File: src/rtl/ysyx_22041461_scoreboard.sv
// Register-hazard and CSR-serialisation scoreboard for the 5-stage core.
// Counts in-flight writes per GPR between ID issue and WB retire/kill, and stalls ID as needed.
module ysyx_22041461_scoreboard #(
    parameter int CNT_W = 2,
    parameter int TOT_W = 3
) (
    input  logic             clk,
    input  logic             rst,
    input  logic             id_valid,
    input  logic [4:0]       id_rs1,
    input  logic             id_rs1_ren,
    input  logic [4:0]       id_rs2,
    input  logic             id_rs2_ren,
    input  logic [4:0]       id_rd,
    input  logic             id_rd_wen,
    input  logic             id_serial,
    output logic             id_stall,
    output logic             id_issue,
    input  logic             wb_valid,
    input  logic [4:0]       wb_rd,
    input  logic             wb_rd_wen,
    input  logic             wb_serial,
    input  logic             kill_valid,
    input  logic [4:0]       kill_rd,
    input  logic             kill_rd_wen,
    input  logic             kill_serial,
    output logic [TOT_W-1:0] busy_cnt,
    output logic             serial_busy,
    output logic             err
);

    typedef enum logic {
        RUN    = 1'b0,
        SERIAL = 1'b1
    } state_t;

    localparam logic [CNT_W-1:0] CNT_MAX = '1;
    localparam logic [TOT_W-1:0] TOT_MAX = '1;
    localparam int CW = CNT_W + 2;
    localparam int TW = TOT_W + 2;

    state_t                  state;
    logic [31:0][CNT_W-1:0]  pend_cnt;
    logic [31:0][CNT_W-1:0]  cnt_nxt;
    logic [31:0]             cnt_under;

    logic                    rs1_pend;
    logic                    rs2_pend;
    logic                    rd_full;
    logic                    wb_ser_hit;
    logic                    kill_ser_hit;
    logic [TW-1:0]           busy_sum;
    logic [TW-1:0]           busy_dn;
    logic                    busy_under;
    logic [TOT_W-1:0]        busy_nxt;
    logic                    same_rd_err;
    logic                    serial_err;
    logic                    viol;

    // Issue handshake: id_valid is the request, ~id_stall the grant; id_issue is
    // their AND and the instruction is accepted on the edge where it is high.
    // The grant depends only on registered state, never on same-cycle WB traffic.
    assign rs1_pend = id_rs1_ren & (pend_cnt[id_rs1] != '0);
    assign rs2_pend = id_rs2_ren & (pend_cnt[id_rs2] != '0);
    assign rd_full  = id_rd_wen & (pend_cnt[id_rd] == CNT_MAX);

    assign id_stall = id_valid & (rs1_pend | rs2_pend | (state == SERIAL) |
                                  (id_serial & (busy_cnt != '0)) | rd_full |
                                  (busy_cnt == TOT_MAX));
    assign id_issue = id_valid & ~id_stall;

    assign wb_ser_hit   = wb_valid & wb_serial;
    assign kill_ser_hit = kill_valid & kill_serial;
    assign serial_busy  = (state == SERIAL);

    // x0 is never tracked: its slot is tied to zero and cannot underflow.
    assign cnt_nxt[0]   = '0;
    assign cnt_under[0] = 1'b0;

    for (genvar r = 1; r < 32; r++) begin : g_cnt
        logic          up;
        logic          wb_hit;
        logic          kill_hit;
        logic [CW-1:0] sum_v;
        logic [CW-1:0] dn_v;

        assign up       = id_issue & id_rd_wen & (id_rd == 5'(r));
        assign wb_hit   = wb_valid & wb_rd_wen & (wb_rd == 5'(r));
        assign kill_hit = kill_valid & kill_rd_wen & (kill_rd == 5'(r));
        assign sum_v    = CW'(pend_cnt[r]) + CW'(up);
        assign dn_v     = CW'(wb_hit) + CW'(kill_hit);
        // Net update; a decrement below zero saturates and is flagged.
        assign cnt_under[r] = (sum_v < dn_v);
        assign cnt_nxt[r]   = cnt_under[r] ? '0 : CNT_W'(sum_v - dn_v);
    end

    assign busy_sum   = TW'(busy_cnt) + TW'(id_issue);
    assign busy_dn    = TW'(wb_valid) + TW'(kill_valid);
    assign busy_under = (busy_sum < busy_dn);
    assign busy_nxt   = busy_under ? '0 : TOT_W'(busy_sum - busy_dn);

    assign same_rd_err = wb_valid & kill_valid & wb_rd_wen & kill_rd_wen &
                         (wb_rd == kill_rd) & (wb_rd != 5'd0) &
                         (pend_cnt[wb_rd] == CNT_W'(1));

    // In RUN nothing serialising is in flight; in SERIAL exactly one is, so it
    // cannot both retire and be killed.
    assign serial_err = (state == RUN) ? (wb_ser_hit | kill_ser_hit)
                                       : (wb_ser_hit & kill_ser_hit);

    assign viol = (|cnt_under) | busy_under | same_rd_err | serial_err;

    always_ff @(posedge clk or negedge rst) begin
        if (!rst) begin
            state <= RUN;
        end else begin
            case (state)
                RUN:     if (id_issue & id_serial) state <= SERIAL;
                SERIAL:  if (wb_ser_hit | kill_ser_hit) state <= RUN;
                default: state <= RUN;
            endcase
        end
    end

    always_ff @(posedge clk or negedge rst) begin
        if (!rst) begin
            pend_cnt <= '0;
            busy_cnt <= '0;
            err      <= 1'b0;
        end else begin
            pend_cnt <= cnt_nxt;
            busy_cnt <= busy_nxt;
            err      <= err | viol;
        end
    end

endmodule

File: config.mk
export PLATFORM = sky130hd
export DESIGN_NAME = ysyx_22041461_scoreboard
export DESIGN_NICKNAME = d
export VERILOG_FILES = /design/src/rtl/ysyx_22041461_scoreboard.sv
export SDC_FILE = /design/constraint.sdc
export NUM_CORES = 1
export LEC_CHECK = 0
export CAP_MARGIN = 0
export CELL_PAD_IN_SITES_DETAIL_PLACEMENT = 2
export CELL_PAD_IN_SITES_GLOBAL_PLACEMENT = 2
export CORE_MARGIN = 2
export CORE_UTILIZATION = 42
export DETAILED_ROUTE_END_ITERATION = 7
export PLACE_DENSITY = 0.95
export SLEW_MARGIN = 10
export SYNTH_ARGS = -nofsm -noshare
export SYNTH_HDL_FRONTEND = slang
export SYNTH_SLANG_ARGS = --single-unit
File: constraint.sdc
create_clock -name clk -period 9.5 [get_ports clk]
set_clock_uncertainty 0.2 [all_clocks]
set_input_delay 1.9 -clock clk [delete_from_list [all_inputs] [get_ports clk]]
set_output_delay 1.9 -clock clk [all_outputs]
set_load 0.03 [all_outputs]
==> metrics.log, run 1 <==
[metrics] post-synth top area share: 0.216
[metrics] placer congestion estimate: 1.00
[metrics] clock sinks: 67
[metrics] setup tns final: 0 ns
[metrics] Setup WS pre-CTS: 1.18 ns
[metrics] quantity of I/O buffers inserted on ports: 44
[metrics] dominant cells by area after synthesis: dfrtp_1 (22%), ha_1 (21%), fa_1 (8.3%)
[metrics] total setup violations reported at the end of the flow: 0
[metrics] Horiz. Die Dim: 140 um
[metrics] share of layout cells above drive strength 1: 0.0501
[metrics] CTS resizes: 0
[metrics] signal arrival time at the worst endpoint: 8.11 ns
[metrics] Tcrit/Tclk final: 0.850
[metrics] placement row count: 49
[metrics] number of nets in the final layout: 1,113
[metrics] maximum buffer depth of the clock tree: 2
[metrics] EDFF count, synth: 0
[metrics] Crit path largest cell delay: 0.83 ns
[metrics] level count of the clock H-tree: 3
[metrics] worst flop-to-flop path startpoint: pend_cnt[32]
[metrics] Final Hold Vio Count: 0
[metrics] most frequent cells in the layout: nor2_1 (135), ha_1 (128), inv_1 (108), dfrtp_1 (67), nor3_1 (48)
[metrics] post-synthesis instance area: 0.00776 mm2
[metrics] routed vias: 7,599
[metrics] type of the worst setup path: primary input to register
[metrics] startpoint kind of the worst setup timing path: primary input
[metrics] vias in the first global route: 8,592
[metrics] worst hold path cell count: 1
[metrics] CTS clk-pin slew, worst paths: 0.06 ns
[metrics] crit-path leading delay family: simple AND/OR/NAND/NOR gates
[metrics] number of buffers inserted during clock tree synthesis: 9
[metrics] Initial Utilization: 0.431
[metrics] number of warning messages in the yosys log: 0
[metrics] summed area of non-filler cells in the final layout: 0.00862 mm2
[metrics] Vert. Die Dim: 140 um
[metrics] run status: complete, no violations
[metrics] critical-path cell list: clkdlybuf4s50_1 > buf_4 > mux2_2 > a221oi_1 > nor4b_1 > nand3_1 > o311a_1 > nand4_4 > nor3_1 > ha_1 > inv_1 > fa_1 > or3_1 > a22o_1 > a211o_1 > or4_1 > nor4_1 > o311ai_1
[metrics] maximum VDD drop: 107 uV
[metrics] most frequent standard cell in the layout excluding fill and tap cells: nor2_1
[metrics] number of buffer and inverter instances along the worst setup path: 3
[metrics] leakage power: 3.93 nW
[metrics] max-slew violation total from the final report: 0
[metrics] sort of element at the end of the critical path: register
[metrics] Overall Global Routing Usage: 0.367
[metrics] CP max FO: 33
[metrics] Register-to-Register Path Depth: 16
[metrics] clock period minus worst slack: 8.07 ns
[metrics] Required @ worst endpoint: 9.54 ns
[metrics] synthesized instance count: 888
[metrics] half-perimeter wire length of the detailed placement result: 26.8 mm
[metrics] maximum number of pins on one net before global-route repair: 68
[metrics] FF+latch area: 0.00168 mm2
[metrics] FF-to-FF setup slack: 3.49 ns
[metrics] slew at the pin closest to its max-slew limit: 0.979 ns
[metrics] number of standard cells in the final layout excluding fillers: 1,148
[metrics] number of antenna violations at the first check in global routing: 1
[metrics] final setup slack of the worst path: 1.43 ns
[metrics] Die Outline Area: 0.0196 mm2
[metrics] gr ovfl total: 0
[metrics] hold worst-path end: busy_cnt[2]
[metrics] Slowest-stage cell, CP: clkdlybuf4s50_1
[metrics] FMAX: 124 MHz
[metrics] share of synthesized area occupied by flip-flops and latches: 0.216
[metrics] post-synthesis to final-layout area growth: 11.0%
[metrics] sum of routed wire length over all layers: 35.1 mm
[metrics] Floorplan Core Area: 0.0180 mm2
[metrics] number of DRC markers after the initial detailed-route iteration: 671
[metrics] syn_nets: 1,086
[metrics] CTS root buffer: clkbuf_16
[metrics] wire length of the first global-routing pass: 53.6 mm
[metrics] power density over the cells: 162 mW/mm2
[metrics] Avg Vias per Cell: 6.62
[metrics] Synth async-reset ratio: 1.00
[metrics] multi-input logic area: 0.00552 mm2
[metrics] number of distinct library cells after synthesis: 61
[metrics] endpoint of the most critical register-to-register path: err
[metrics] RSZ-0062 raised after global routing: no
[metrics] fill cell total of the finished layout: 1,932
[metrics] antenna diode count: 0
[metrics] placed cell area: 0.00836 mm2
[metrics] Synth Area per Inst: 8.74 um2
[metrics] post-DR wirelength/cell: 30.6 um
[metrics] clock tree from TritonCTS: done
[metrics] number of search-and-repair iterations in the first detailed-routing pass: 5
[metrics] number of hold buffers added after cts: 0
[metrics] remaining number of nets flagged by the antenna check after routing: 0
[metrics] cell count after placement: 1,133
[metrics] top flip-flop cell by instance count after synthesis: dfrtp_1
[metrics] beginning of the worst hold path: busy_cnt[2]
[metrics] worst rel slew slack: 0.347
[metrics] top-level port count: 45
[metrics] Max Cap Violations: 0
[metrics] Yosys top cell by area: dfrtp_1
[metrics] worst hold-check path type: register to register
[metrics] number of remaining DRC errors: 0
[metrics] later-pin clock latency in the skew report: 0.38 ns
[metrics] number of buffers inserted to repair setup after CTS: 0
[metrics] number of synthesized register bits: 67
## registers in the layout, indices dropped and copies added (netlist names)
name,count
busy_cnt,3
pend_cnt,62
err,1
serial_busy,1
## cells in the mapped netlist, types with 9 or more instances
library cell / n
a211oi_1: 9
nor4_1: 9
nor3_1: 48
fa_1: 32
nor2b_1: 16
or3_1: 15
xnor2_1: 35
inv_1: 108
dfrtp_1: 67
clkbuf_1: 18
ha_1: 128
o21ai_0: 10
nor3b_1: 17
a21oi_1: 34
nand2_1: 42
nor2_1: 135
nand3_1: 15
a31oi_1: 12
mux4_2: 9
## through the flow
step	hold WS [ns]	total power, mW	util
5_1_grt	0.435	1.46	0.478
3_5_place_dp	0.378	1.03	0.464
6_report	0.393	1.40	0.478
3_3_place_gp	0.369	0.965	0.464
4_1_cts	0.390	1.38	0.478
2_1_floorplan	0.474	0.775	-
## power by group
part	switching, mW	total [mW]	internal [mW]
clock network	0.150	0.332	0.182
registers	0.144	0.500	0.356
logic	0.335	0.564	0.229
## metal layers
metal	part of all wire	wire (um)	global-route usage
met5	0.00037	13	0
met2	0.47	16600	0.606
met1	0.37	13100	0.435
met3	0.081	2840	0.0721
met4	0.073	2560	0.245
## worst max path at each step
stage	startpoint	end	cells past startpoint
4_1_cts	id_rd[1]	err	18
3_3_place_gp	id_rd[1]	err	18
2_1_floorplan	id_rd[1]	err	17
5_1_grt	id_rd[1]	err	18
6_report	id_rd[1]	err	18
3_5_place_dp	id_rd[1]	err	18
## layout make-up
class | instances | share of cell area
flip-flops and latches | 67 | 0.195
inverters | 108 | 0.0470
clock buffers | 13 | 0.0290
multi-input cells | 681 | 0.640
well taps | 229 | 0.0332
repair buffers | 48 | 0.0543
clock inverters | 2 | 0.00145
## kinds of logic after synthesis
group	share of synthesized area
AO/OA/AOI/OAI	0.106
XOR/XNOR	0.0395
multiplexers	0.0543
flip-flops	0.216
adder cells (fa/ha/maj)	0.289
buffers and inverters	0.0729
AND/OR/NAND/NOR	0.222
No activity file was read; power rests on OpenSTA's default activity.
==> run 2: changes to the inputs <==
- CORE_UTILIZATION: 42 -> 39
- PLACE_DENSITY: 0.95 -> 0.93
- clock period: 9.5 -> 7.57 ns (I/O delays scaled with it)
==> run 2 against run 1 <==
  * Clock power is 33% higher
  * Critical path depth is the same
  * Core utilization decreased by 2.8 points
  * Largest cell class unchanged
  * Final area is 2.0% higher
  * Non-clock buffer count increased by 12
  * Sequential share of layout area down 0.39 points
  * Sequential power is 29% higher
  * Die area up 7.5%
  * Final cell count up 4.4%
  * Clock-buffer cell count stayed put
  * Power grew 36%
==> metrics.log, run 2 (synthesis gave the netlist of run 1 again) <==
[metrics] run status: complete, no violations (unchanged)
[metrics] placement row count: 51 (was 49)
[metrics] worst rel slew slack: 0.337 (was 0.347)
[metrics] number of nets in the final layout: 1,125 (was 1,113)
[metrics] wire length of the first global-routing pass: 63.0 mm (was 53.6 mm)
[metrics] number of DRC markers after the initial detailed-route iteration: 1,103 (was 671)
[metrics] remaining number of nets flagged by the antenna check after routing: 0 (unchanged)
[metrics] Floorplan Core Area: 0.0195 mm2 (was 0.0180 mm2)
[metrics] number of buffer and inverter instances along the worst setup path: 3 (unchanged)
[metrics] critical-path cell list: clkdlybuf4s50_1 > nor3_1 > a21oi_1 > mux4_2 > nor2_1 > o311a_1 > nand4_4 > buf_4 > nor3_1 > ha_1 > inv_1 > fa_1 > or3_1 > a22o_1 > a211o_1 > or4_1 > nor4_1 > o311ai_1 (was clkdlybuf4s50_1 > buf_4 > mux2_2 > a221oi_1 > nor4b_1 > nand3_1 > o311a_1 > nand4_4 > nor3_1 > ha_1 > inv_1 > fa_1 > or3_1 > a22o_1 > a211o_1 > or4_1 > nor4_1 > o311ai_1)
[metrics] CP max FO: 15 (was 33)
[metrics] number of remaining DRC errors: 0 (unchanged)
[metrics] crit-path leading delay family: simple AND/OR/NAND/NOR gates (unchanged)
[metrics] vias in the first global route: 9,342 (was 8,592)
[metrics] worst hold path cell count: 1 (unchanged)
[metrics] RSZ-0062 raised after global routing: no (unchanged)
[metrics] Tcrit/Tclk final: 0.991
[metrics] Crit path largest cell delay: 0.74 ns (was 0.83 ns)
[metrics] level count of the clock H-tree: 3 (unchanged)
[metrics] power density over the cells: 216 mW/mm2 (was 162 mW/mm2)
[metrics] most frequent cells in the layout: nor2_1 (135), ha_1 (128), inv_1 (108), dfrtp_1 (67), nor3_1 (48) (unchanged)
[metrics] number of buffers inserted to repair setup after CTS: 0 (unchanged)
[metrics] maximum buffer depth of the clock tree: 2 (unchanged)
[metrics] number of search-and-repair iterations in the first detailed-routing pass: 8 (was 5)
[metrics] clock tree from TritonCTS: done (unchanged)
[metrics] clock period minus worst slack: 7.50 ns
[metrics] half-perimeter wire length of the detailed placement result: 28.7 mm (was 26.8 mm)
[metrics] maximum VDD drop: 122 uV (was 107 uV)
[metrics] slew at the pin closest to its max-slew limit: 0.995 ns (was 0.979 ns)
[metrics] final setup slack of the worst path: 0.0653 ns (was 1.43 ns)
[metrics] fill cell total of the finished layout: 2,117 (was 1,932)
[metrics] leading registers by flop count: pend_cnt x62, busy_cnt x3 (unchanged)
[metrics] placer congestion estimate: 0.971 (was 1.00)
[metrics] Register-to-Register Path Depth: 17 (was 16)
[metrics] gr ovfl total: 0 (unchanged)
[metrics] Max Cap Violations: 0 (unchanged)
[metrics] leakage power: 4.03 nW (was 3.93 nW)
[metrics] later-pin clock latency in the skew report: 0.37 ns (was 0.38 ns)
[metrics] top-level port count: 45 (unchanged)
[metrics] number of buffers inserted during clock tree synthesis: 9 (unchanged)
[metrics] Overall Global Routing Usage: 0.407 (was 0.367)
[metrics] signal arrival time at the worst endpoint: 7.54 ns (was 8.11 ns)
[metrics] number of hold buffers added after cts: 0 (unchanged)
[metrics] number of standard cells in the final layout excluding fillers: 1,198 (was 1,148)
[metrics] post-synthesis to final-layout area growth: 13.3% (was 11.0%)
[metrics] Horiz. Die Dim: 145 um (was 140 um)
[metrics] clock sinks: 67 (unchanged)
[metrics] max-slew violation total from the final report: 0 (unchanged)
[metrics] number of flip-flops in the largest register: 62 (unchanged)
[metrics] CTS root buffer: clkbuf_16 (unchanged)
[metrics] sort of element at the end of the critical path: register (unchanged)
[metrics] setup tns final: 0 ns (unchanged)
[metrics] startpoint kind of the worst setup timing path: primary input (unchanged)
[metrics] maximum number of pins on one net before global-route repair: 68 (unchanged)
[metrics] type of the worst setup path: primary input to register (unchanged)
[metrics] total setup violations reported at the end of the flow: 0 (unchanged)
[metrics] Final Hold Vio Count: 0 (unchanged)
[metrics] quantity of I/O buffers inserted on ports: 44 (unchanged)
[metrics] Die Outline Area: 0.0210 mm2 (was 0.0196 mm2)
[metrics] register ranked first by flip-flop count: pend_cnt (unchanged)
[metrics] number of antenna violations at the first check in global routing: 1 (unchanged)
[metrics] worst hold-check path type: register to register (unchanged)
[metrics] post-DR wirelength/cell: 36.1 um (was 30.6 um)
[metrics] CP dominant cell by count: nor3_1
[metrics] Initial Utilization: 0.398 (was 0.431)
[metrics] stages on the worst setup path: 18 (unchanged)
[metrics] Avg Vias per Cell: 6.84 (was 6.62)
[metrics] Slowest-stage cell, CP: clkdlybuf4s50_1 (unchanged)
[metrics] Required @ worst endpoint: 7.61 ns (was 9.54 ns)
[metrics] Setup WS pre-CTS: 0.152 ns (was 1.18 ns)
[metrics] share of layout cells above drive strength 1: 0.0644 (was 0.0501)
[metrics] CTS clk-pin slew, worst paths: 0.07 ns (was 0.06 ns)
[metrics] sum of routed wire length over all layers: 43.3 mm (was 35.1 mm)
[metrics] most frequent standard cell in the layout excluding fill and tap cells: nor2_1 (unchanged)
[metrics] Vert. Die Dim: 145 um (was 140 um)
[metrics] FMAX: 133 MHz
[metrics] CTS resizes: 0 (unchanged)
[metrics] cell count after placement: 1,181 (was 1,133)
[metrics] routed vias: 8,193 (was 7,599)
[run 2: per-layer routing]
metal  part of all wire  track usage  vias up
li1                   -            -     3159
met1               0.34        0.441     4021
met2               0.44        0.648      690
met3               0.11        0.130      319
met4               0.10        0.343        4
met5             0.0012            0        -
[run 2: path summary, 6_finish.rpt]
kind | slack (ns) | endpoint | start
worst max-delay path | 0.07 | err | id_rs2[1]
worst min-delay path | 0.46 | busy_cnt[2] | busy_cnt[2]
worst max register to register | 1.55 | err | pend_cnt[56]
worst min register to register | 0.46 | busy_cnt[2] | busy_cnt[2]
max in group asynchronous | 5.41 | pend_cnt[30] | rst
min in group asynchronous | 1.11 | pend_cnt[20] | rst
[run 2: report_power, final]
| part | total, mW | leakage [nW] | switching (mW) | internal [mW] |
|---|---|---|---|---|
| Clock | 0.443 | 0.141 | 0.196 | 0.247 |
| Sequential | 0.643 | 0.881 | 0.196 | 0.446 |
| Combinational | 0.816 | 3.01 | 0.513 | 0.303 |
[run 2: final cells by class]
cell class / instances / area [um2] / share of cell area
clock buffers: 13 / 270 / 0.0307
well taps: 265 / 332 / 0.0377
flip-flops and latches: 67 / 1680 / 0.191
diodes: 2 / 5.00 / 0.000569
multi-input cells: 681 / 5520 / 0.628
clock inverters: 2 / 10.0 / 0.00114
inverters: 108 / 405 / 0.0461
repair buffers: 60 / 576 / 0.0654
[run 2: stage by stage]
stage	cell area [um2]	power (mW)	hold WS, ns	util
after CTS	8780	1.84	0.464	0.450
final	8790	1.90	0.465	0.450
after floorplan	7760	0.973	0.474	-
after detailed placement	8500	1.31	0.436	0.436
after global placement	8500	1.21	0.357	0.436
after global routing	8790	1.95	0.475	0.450
